--- config.mk ---
export PLATFORM = sky130hd
export DESIGN_NAME = alu_result_stage
export DESIGN_NICKNAME = d
export VERILOG_FILES = /design/src/rtl/alu_result_stage_pkg.sv /design/src/rtl/alu_result_stage_cond_eval.sv /design/src/rtl/alu_result_stage.sv
export SDC_FILE = /design/constraint.sdc
export NUM_CORES = 1
export LEC_CHECK = 0
export ABC_AREA = 1
export BUFFER_PORTS_ARGS = -buffer_cell sky130_fd_sc_hd__buf_2
export CAP_MARGIN = 10
export CORE_MARGIN = 4
export CORE_UTILIZATION = 45
export DETAILED_ROUTE_END_ITERATION = 8
export MAX_ROUTING_LAYER = met4
export PLACE_DENSITY = 0.71
export SYNTH_ARGS = -nofsm -noshare
export SYNTH_HDL_FRONTEND = slang
export SYNTH_HIERARCHICAL = 1
export SYNTH_SLANG_ARGS = --single-unit
--- constraint.sdc ---
create_clock -name clk -period 1.2 [get_ports clk]
set_input_delay 0.24 -clock clk [delete_from_list [all_inputs] [get_ports clk]]
set_output_delay 0.24 -clock clk [all_outputs]
set_load 0.01 [all_outputs]
--- src/rtl/alu_result_stage_pkg.sv ---
// ---------------------------------------------------------------------------
// alu_result_stage_pkg
// Shared ALU definitions used by the result stage and by the branch unit:
//   - branch condition-code encodings COND_EQ .. COND_NV
//   - bit positions of the packed {S,Z,C,V} flag word
//   - state encoding of the two-entry result skid buffer
// No ports; import with alu_result_stage_pkg::*.
// ---------------------------------------------------------------------------
package alu_result_stage_pkg;

    // Branch condition codes, evaluated against the architectural flags.
    localparam logic [3:0] COND_EQ = 4'h0;
    localparam logic [3:0] COND_NE = 4'h1;
    localparam logic [3:0] COND_CS = 4'h2;
    localparam logic [3:0] COND_CC = 4'h3;
    localparam logic [3:0] COND_MI = 4'h4;
    localparam logic [3:0] COND_PL = 4'h5;
    localparam logic [3:0] COND_VS = 4'h6;
    localparam logic [3:0] COND_VC = 4'h7;
    localparam logic [3:0] COND_HI = 4'h8;
    localparam logic [3:0] COND_LS = 4'h9;
    localparam logic [3:0] COND_GE = 4'hA;
    localparam logic [3:0] COND_LT = 4'hB;
    localparam logic [3:0] COND_GT = 4'hC;
    localparam logic [3:0] COND_LE = 4'hD;
    localparam logic [3:0] COND_AL = 4'hE;
    localparam logic [3:0] COND_NV = 4'hF;

    // Bit positions inside the packed flag word {S,Z,C,V}.
    localparam int FLAG_S = 3;
    localparam int FLAG_Z = 2;
    localparam int FLAG_C = 1;
    localparam int FLAG_V = 0;

    // Occupancy states of the result skid buffer.
    localparam logic [1:0] ST_EMPTY = 2'd0;
    localparam logic [1:0] ST_ONE   = 2'd1;
    localparam logic [1:0] ST_FULL  = 2'd2;

endpackage

--- src/rtl/alu_result_stage_cond_eval.sv ---
// ---------------------------------------------------------------------------
// cond_eval
// Purely combinational branch-condition evaluator, shared with the branch
// unit.
// Ports:
//   flags_i      in  4  architectural flags, packed {S,Z,C,V}
//   cond_i       in  4  condition code (COND_EQ .. COND_NV)
//   cond_true_o  out 1  1 when the condition holds for flags_i
// ---------------------------------------------------------------------------
module cond_eval
    import alu_result_stage_pkg::*;
(
    input  logic [3:0] flags_i,
    input  logic [3:0] cond_i,
    output logic       cond_true_o
);

    logic flagS;
    logic flagZ;
    logic flagC;
    logic flagV;

    assign flagS = flags_i[FLAG_S];
    assign flagZ = flags_i[FLAG_Z];
    assign flagC = flags_i[FLAG_C];
    assign flagV = flags_i[FLAG_V];

    // Decode the condition code into a single truth value. The unsigned
    // comparisons (HI/LS) treat C as "no borrow", the signed ones (GE..LE)
    // compare the sign against the overflow flag.
    always_comb begin
        cond_true_o = 1'b0;
        case (cond_i)
            COND_EQ: cond_true_o = flagZ;
            COND_NE: cond_true_o = !flagZ;
            COND_CS: cond_true_o = flagC;
            COND_CC: cond_true_o = !flagC;
            COND_MI: cond_true_o = flagS;
            COND_PL: cond_true_o = !flagS;
            COND_VS: cond_true_o = flagV;
            COND_VC: cond_true_o = !flagV;
            COND_HI: cond_true_o = flagC && !flagZ;
            COND_LS: cond_true_o = !flagC || flagZ;
            COND_GE: cond_true_o = (flagS == flagV);
            COND_LT: cond_true_o = (flagS != flagV);
            COND_GT: cond_true_o = !flagZ && (flagS == flagV);
            COND_LE: cond_true_o = flagZ || (flagS != flagV);
            COND_AL: cond_true_o = 1'b1;
            default: cond_true_o = 1'b0;
        endcase
    end

endmodule

--- src/rtl/alu_result_stage.sv ---
// ---------------------------------------------------------------------------
// alu_result_stage
// Result stage behind the 32-bit add/subtract unit. Holds up to two results
// (head + skid) toward writeback with a valid/ready handshake, keeps the
// architectural {S,Z,C,V} flag register and evaluates a branch condition
// against it.
// Ports:
//   clk, reset            clock and synchronous active-high reset
//   in_valid / in_ready   upstream handshake (in_ready is a pure state decode)
//   in_result, in_rd      result word and destination index from the adder
//   in_zflag, in_carry,
//   in_sign, in_overflow  adder flags
//   in_flag_we            this result updates the flag register
//   out_valid / out_ready downstream (writeback) handshake
//   out_result, out_rd    head entry
//   flags                 architectural flags {S,Z,C,V}
//   cond / cond_true      condition code and its combinational evaluation
// ---------------------------------------------------------------------------
module alu_result_stage
    import alu_result_stage_pkg::*;
#(
    parameter int DATA_W = 32,
    parameter int RD_W   = 5
) (
    input  logic              clk,
    input  logic              reset,
    input  logic              in_valid,
    output logic              in_ready,
    input  logic [DATA_W-1:0] in_result,
    input  logic [RD_W-1:0]   in_rd,
    input  logic              in_zflag,
    input  logic              in_carry,
    input  logic              in_sign,
    input  logic              in_overflow,
    input  logic              in_flag_we,
    output logic              out_valid,
    input  logic              out_ready,
    output logic [DATA_W-1:0] out_result,
    output logic [RD_W-1:0]   out_rd,
    output logic [3:0]        flags,
    input  logic [3:0]        cond,
    output logic              cond_true
);

    logic [1:0]        state_q,      state_d;
    logic [DATA_W-1:0] headResult_q, headResult_d;
    logic [RD_W-1:0]   headRd_q,     headRd_d;
    logic [DATA_W-1:0] skidResult_q, skidResult_d;
    logic [RD_W-1:0]   skidRd_q,     skidRd_d;
    logic [3:0]        flags_q,      flags_d;

    logic push;
    logic pop;

    // Both handshake outputs decode the state register only, so in_ready has
    // no combinational path from out_ready.
    assign in_ready   = (state_q != ST_FULL);
    assign out_valid  = (state_q != ST_EMPTY);
    assign push       = in_valid && in_ready;
    assign pop        = out_valid && out_ready;
    assign out_result = headResult_q;
    assign out_rd     = headRd_q;
    assign flags      = flags_q;

    // Skid-buffer next state. The head register always drives the outputs;
    // the skid register only catches the second entry while the head stalls.
    // Registers change only on a handshake so the outputs hold while
    // stalled and while empty.
    always_comb begin
        state_d      = state_q;
        headResult_d = headResult_q;
        headRd_d     = headRd_q;
        skidResult_d = skidResult_q;
        skidRd_d     = skidRd_q;
        case (state_q)
            ST_EMPTY: begin
                if (push) begin
                    state_d      = ST_ONE;
                    headResult_d = in_result;
                    headRd_d     = in_rd;
                end
            end
            ST_ONE: begin
                if (push && !pop) begin
                    state_d      = ST_FULL;
                    skidResult_d = in_result;
                    skidRd_d     = in_rd;
                end else if (pop && !push) begin
                    state_d      = ST_EMPTY;
                end else if (push && pop) begin
                    headResult_d = in_result;
                    headRd_d     = in_rd;
                end
            end
            ST_FULL: begin
                if (pop) begin
                    state_d      = ST_ONE;
                    headResult_d = skidResult_q;
                    headRd_d     = skidRd_q;
                end
            end
            default: state_d = ST_EMPTY;
        endcase
    end

    // Flags load on an accepted flag-writing result, regardless of whether
    // writeback is currently stalled.
    always_comb begin
        flags_d = flags_q;
        if (push && in_flag_we) begin
            flags_d = {in_sign, in_zflag, in_carry, in_overflow};
        end
    end

    // State and data registers. Reset discards any buffered entries and
    // blocks an input presented in the same cycle from being accepted.
    always_ff @(posedge clk) begin
        if (reset) begin
            state_q      <= ST_EMPTY;
            headResult_q <= '0;
            headRd_q     <= '0;
            skidResult_q <= '0;
            skidRd_q     <= '0;
            flags_q      <= 4'b0000;
        end else begin
            state_q      <= state_d;
            headResult_q <= headResult_d;
            headRd_q     <= headRd_d;
            skidResult_q <= skidResult_d;
            skidRd_q     <= skidRd_d;
            flags_q      <= flags_d;
        end
    end

    cond_eval u_cond_eval (
        .flags_i     (flags_q),
        .cond_i      (cond),
        .cond_true_o (cond_true)
    );

endmodule

==> tab_implementation.tex <==
\begin{tabular}{lr}
\hline
Metric & Value \\
\hline
\multicolumn{2}{l}{\textbf{Outcome}} \\
Run status & complete, but fails checks \\
Failing checks & negative setup slack \\
\multicolumn{2}{l}{\textbf{Detailed routing}} \\
Total length of routed wires & 16.57 mm \\
Met2 routed WL & slightly above 8 mm \\
Detailed router's first-iteration violation count & 371 \\
Post-DR vias/cell & 5.464 \\
Post-DRT Antenna Nets & 0 \\
Met1 Wirelength & 6.086 mm \\
Number of detailed-routing iterations run before antenna repair & 5 \\
Highest metal layer with signal wires & met4 \\
Total met3 wirelength after detailed routing & roughly 1.6 mm \\
Vias after detailed routing & 5196 \\
Routed length per placed instance & 17.42 um \\
DRC violations left & 0 \\
\multicolumn{2}{l}{\textbf{Synth}} \\
Number of enable-type register cells in the synthesized netlist & 0 \\
Synthesized area divided by synthesized cell count & 5.882 um\^{}2 \\
Top cell type's share of synthesized area & roughly 40\% \\
FFs w/ async S/R, synth & 0\% \\
Synthesized instance count & 692 \\
Net Count, Synth & $\sim$740 \\
Main area contributors after synthesis & dfxtp\_1 39\%, nand2\_1 24\%, nor2\_1 15\% \\
Proportion of synthesized area in mux cells & 0\% \\
Number of register bits inferred by synthesis & 80 \\
Ys Warns & 6 \\
Combined area of all synthesized cells & 0.004070 mm\^{}2 \\
Adder-cell area share of the yosys netlist & 0\% \\
Commonest cells in the synthesized netlist & 255 x nand2\_1, 164 x nor2\_1, 85 x inv\_1 \\
Post-synthesis sequential area ratio & between 30\% and 40\% \\
Main synth FF type & dfxtp\_1 \\
Number of different library cells in the post-synthesis netlist & 18 \\
Dominant cell type by area after synthesis & dfxtp\_1 \\
Main combinational cell family by area after synthesis & simple AND/OR/NAND/NOR gates \\
Simple-gate portion of the synthesized area & 47.16\% \\
Most common cell in the synthesized netlist & nand2\_1 \\
Post-synthesis compound-gate area fraction & 0.9837\% \\
Fraction of synthesized cell area in xor and xnor cells & 0\% \\
\multicolumn{2}{l}{\textbf{Die}} \\
Effective utilization at floorplan & between 40\% and 50\% \\
Die area & 0.01063 mm\^{}2 \\
Number of standard-cell rows in the floorplan & 34 \\
Die span in y & 103.1 um \\
Floorplan die width & 103.1 um \\
Top-level port count & 94 \\
Area of the core region & 0.008763 mm\^{}2 \\
\multicolumn{2}{l}{\textbf{Worst setup path}} \\
Element type at the critical path end & output port \\
Worst EP required & 960 ps \\
Setup Crit Path Kind & reg2out \\
Highest fanout seen on the critical path & 5 \\
Critical Path AT & approximately 1400 ps \\
Element type at the critical path start & register \\
\multicolumn{2}{l}{\textbf{Clock network}} \\
Clock root buffer & clkbuf\_8 \\
CTS tree & done \\
Clock buffers created by TritonCTS & 9 \\
TritonCTS sink count & 80 \\
Number of hold-repair buffers added at the cts stage & 0 \\
Clock insertion delay at the later pin of the skew report & $\sim$360 ps \\
Max clock buf depth & 2 \\
Worst-path clk slew & $\sim$70 ps \\
Maximum level of the CTS H-tree & 3 \\
\multicolumn{2}{l}{\textbf{STA}} \\
Fmax & 0.6025 GHz \\
RSZ-0062 raised after global routing & yes \\
Post-Route Setup TNS & -18510 ps \\
Least setup slack across all paths after layout & -459.8 ps \\
Measured slew at the worst slew-check pin & 308.7 ps \\
Max transition margin & around four fifths \\
Setup Skew & between 15 and 20 ps \\
Final count of negative-setup-slack endpoints & 84 \\
Min cycle time layout & roughly 1700 ps \\
Count of pins over their slew limit & 0 \\
Crit share post-route & 138.3\% \\
Final-report hold violation count & 0 \\
\multicolumn{2}{l}{\textbf{Global route}} \\
Antenna violations before repair & 0 \\
Gr ovfl total & 0 \\
Vias in the first global route & 4449 \\
Global-route wire length before repair & about 21 mm \\
Pin count of the biggest net entering global routing & between 40 and 50 \\
Global-route total usage across every layer & 26.21\% \\
\multicolumn{2}{l}{\textbf{Finish}} \\
Total area of multi-input combinational cells & 0.002854 mm\^{}2 \\
Layout overhead on the synthesized area & 70.03\% \\
Final-layout fill cell count & 515 \\
Fraction of final layout cells sized beyond drive strength 1 & 46.26\% \\
Number of nets in the finished design & 888 \\
Register area & 0.001622 mm\^{}2 \\
Final antenna diode count & 0 \\
\multicolumn{2}{l}{\textbf{Placement}} \\
Pre-CTS setup slack & -131.2 ps \\
HPWL reported at the end of detailed placement & 6.973 mm \\
GPL Wtd Cong & 0.8823 \\
I/O Buffers & slightly above 90 \\
\multicolumn{2}{l}{\textbf{Min path}} \\
Kind of path behind the tightest hold check & in2reg \\
\multicolumn{2}{l}{\textbf{Power}} \\
Power per cell area & 1063 mW/mm\^{}2 \\
Leak & 3.568 nW \\
Worst supply voltage drop on vdd & 909.7 uV \\
\multicolumn{2}{l}{\textbf{Run}} \\
Maxcap violations & 0 \\
\hline
\end{tabular}
-- report_power, final --
part	leakage [nW]	internal [mW]	total, mW	switching, mW
Combinational	2.81	1.04	2.25	1.21
Sequential	0.661	2.84	2.99	0.146
Clock	0.0925	0.980	2.11	1.13
-- layer usage --
layer,vias up,track usage [%]
met5,-,-
met4,0,7.968
met3,76,6.089
met2,354,44.40
met1,2394,30.86
li1,2372,-
-- final cells by class --
class	count	area share, %
inverter	89	5.189
clock buffer	9	1.790
tap	108	1.953
sequential	80	23.43
timing repair buffer	174	25.26
multi-input combinational	484	41.24
clock inverter	7	1.139
-- cell families (layout without fill, tap and decap cells) --
| group | count (synthesis) | after routing |
|---|---|---|
| simple gates | 476 | 476 |
| buf+inv | 128 | 279 |
| flops | 80 | 80 |
| compound gates | 8 | 8 |
-- flip-flops by register name, summed over array words and instances, names as in the netlist --
register	flops
out_result	32
skidResult_q	32
out_rd	5
skidRd_q	5
flags	4
state_q	2
-- layout by cell type, fill, tap and decap left out, types with 2 or more instances in the layout --
cell        synthesis  layout
clkbuf_8            0       9
nand3_2             0       4
o21ai_1             0       4
buf_8               0       7
buf_2              20      87
nand4_1            37      37
buf_4               1      19
nor2_1            164      88
inv_1              85      80
dfxtp_4             0       5
nand2_4             0      28
clkbuf_16           0       3
a21oi_1             3       2
nand2_8             0       3
inv_4               0       3
nor2_2              0      34
nand2_1           255     157
nand3_1            12       7
inv_6               0       3
clkinvlp_4          0       3
nor2_4              0      42
inv_2               2       2
buf_6               0      29
dfxtp_1            80      74
buf_12              0      18
nor3_2              0       4
buf_16              0      11
nand2_2             1      68
clkinv_1            2       2
-- through the flow --
stage                     power (mW)  util, %  hold slack (ps)  std cells  instance area, um^2
after floorplan                3.763        -            382.1        692                 4073
after global placement         4.247    55.41            463.4        889                 4856
after detailed placement       4.277    55.41            471.8        889                 4856
after CTS                      6.923    71.19            118.3        942                 6238
after global routing           7.665    78.97            127.8        951                 6920
final                          7.353    78.97            118.9        951                 6920
-- worst paths after layout --
path / from / end / slack, ps / cells past startpoint
worst max-delay path: flags[0] / cond_true / -460 / 8
worst min-delay path: in_sign / flags[3] / 120 / 3
worst max register to register: state_q[1] / skidResult_q[21] / -330 / 9
worst min register to register: skidResult_q[9] / skidResult_q[9] / 490 / 2
-- timing repair --
| item | CTS | global route |
|---|---|---|
| pin swaps | 69 | 82 |
| cloned | 17 | 3 |
| setup buffers | 20 | 15 |
| setup endpoints to repair | 85 | 87 |
| gates resized for setup | 186 | 182 |
-- worst max-delay path, cell delays in order, from the launching register on --
cell and delay [ps]:
dfxtp_4 410, inv_4 70, nand2_1 70, nand2_1 60, nand2_1 80, nand3_2 80
nor2_2 110, nand2_1 60, buf_2 130
No activity file was read; power rests on OpenSTA's default activity.
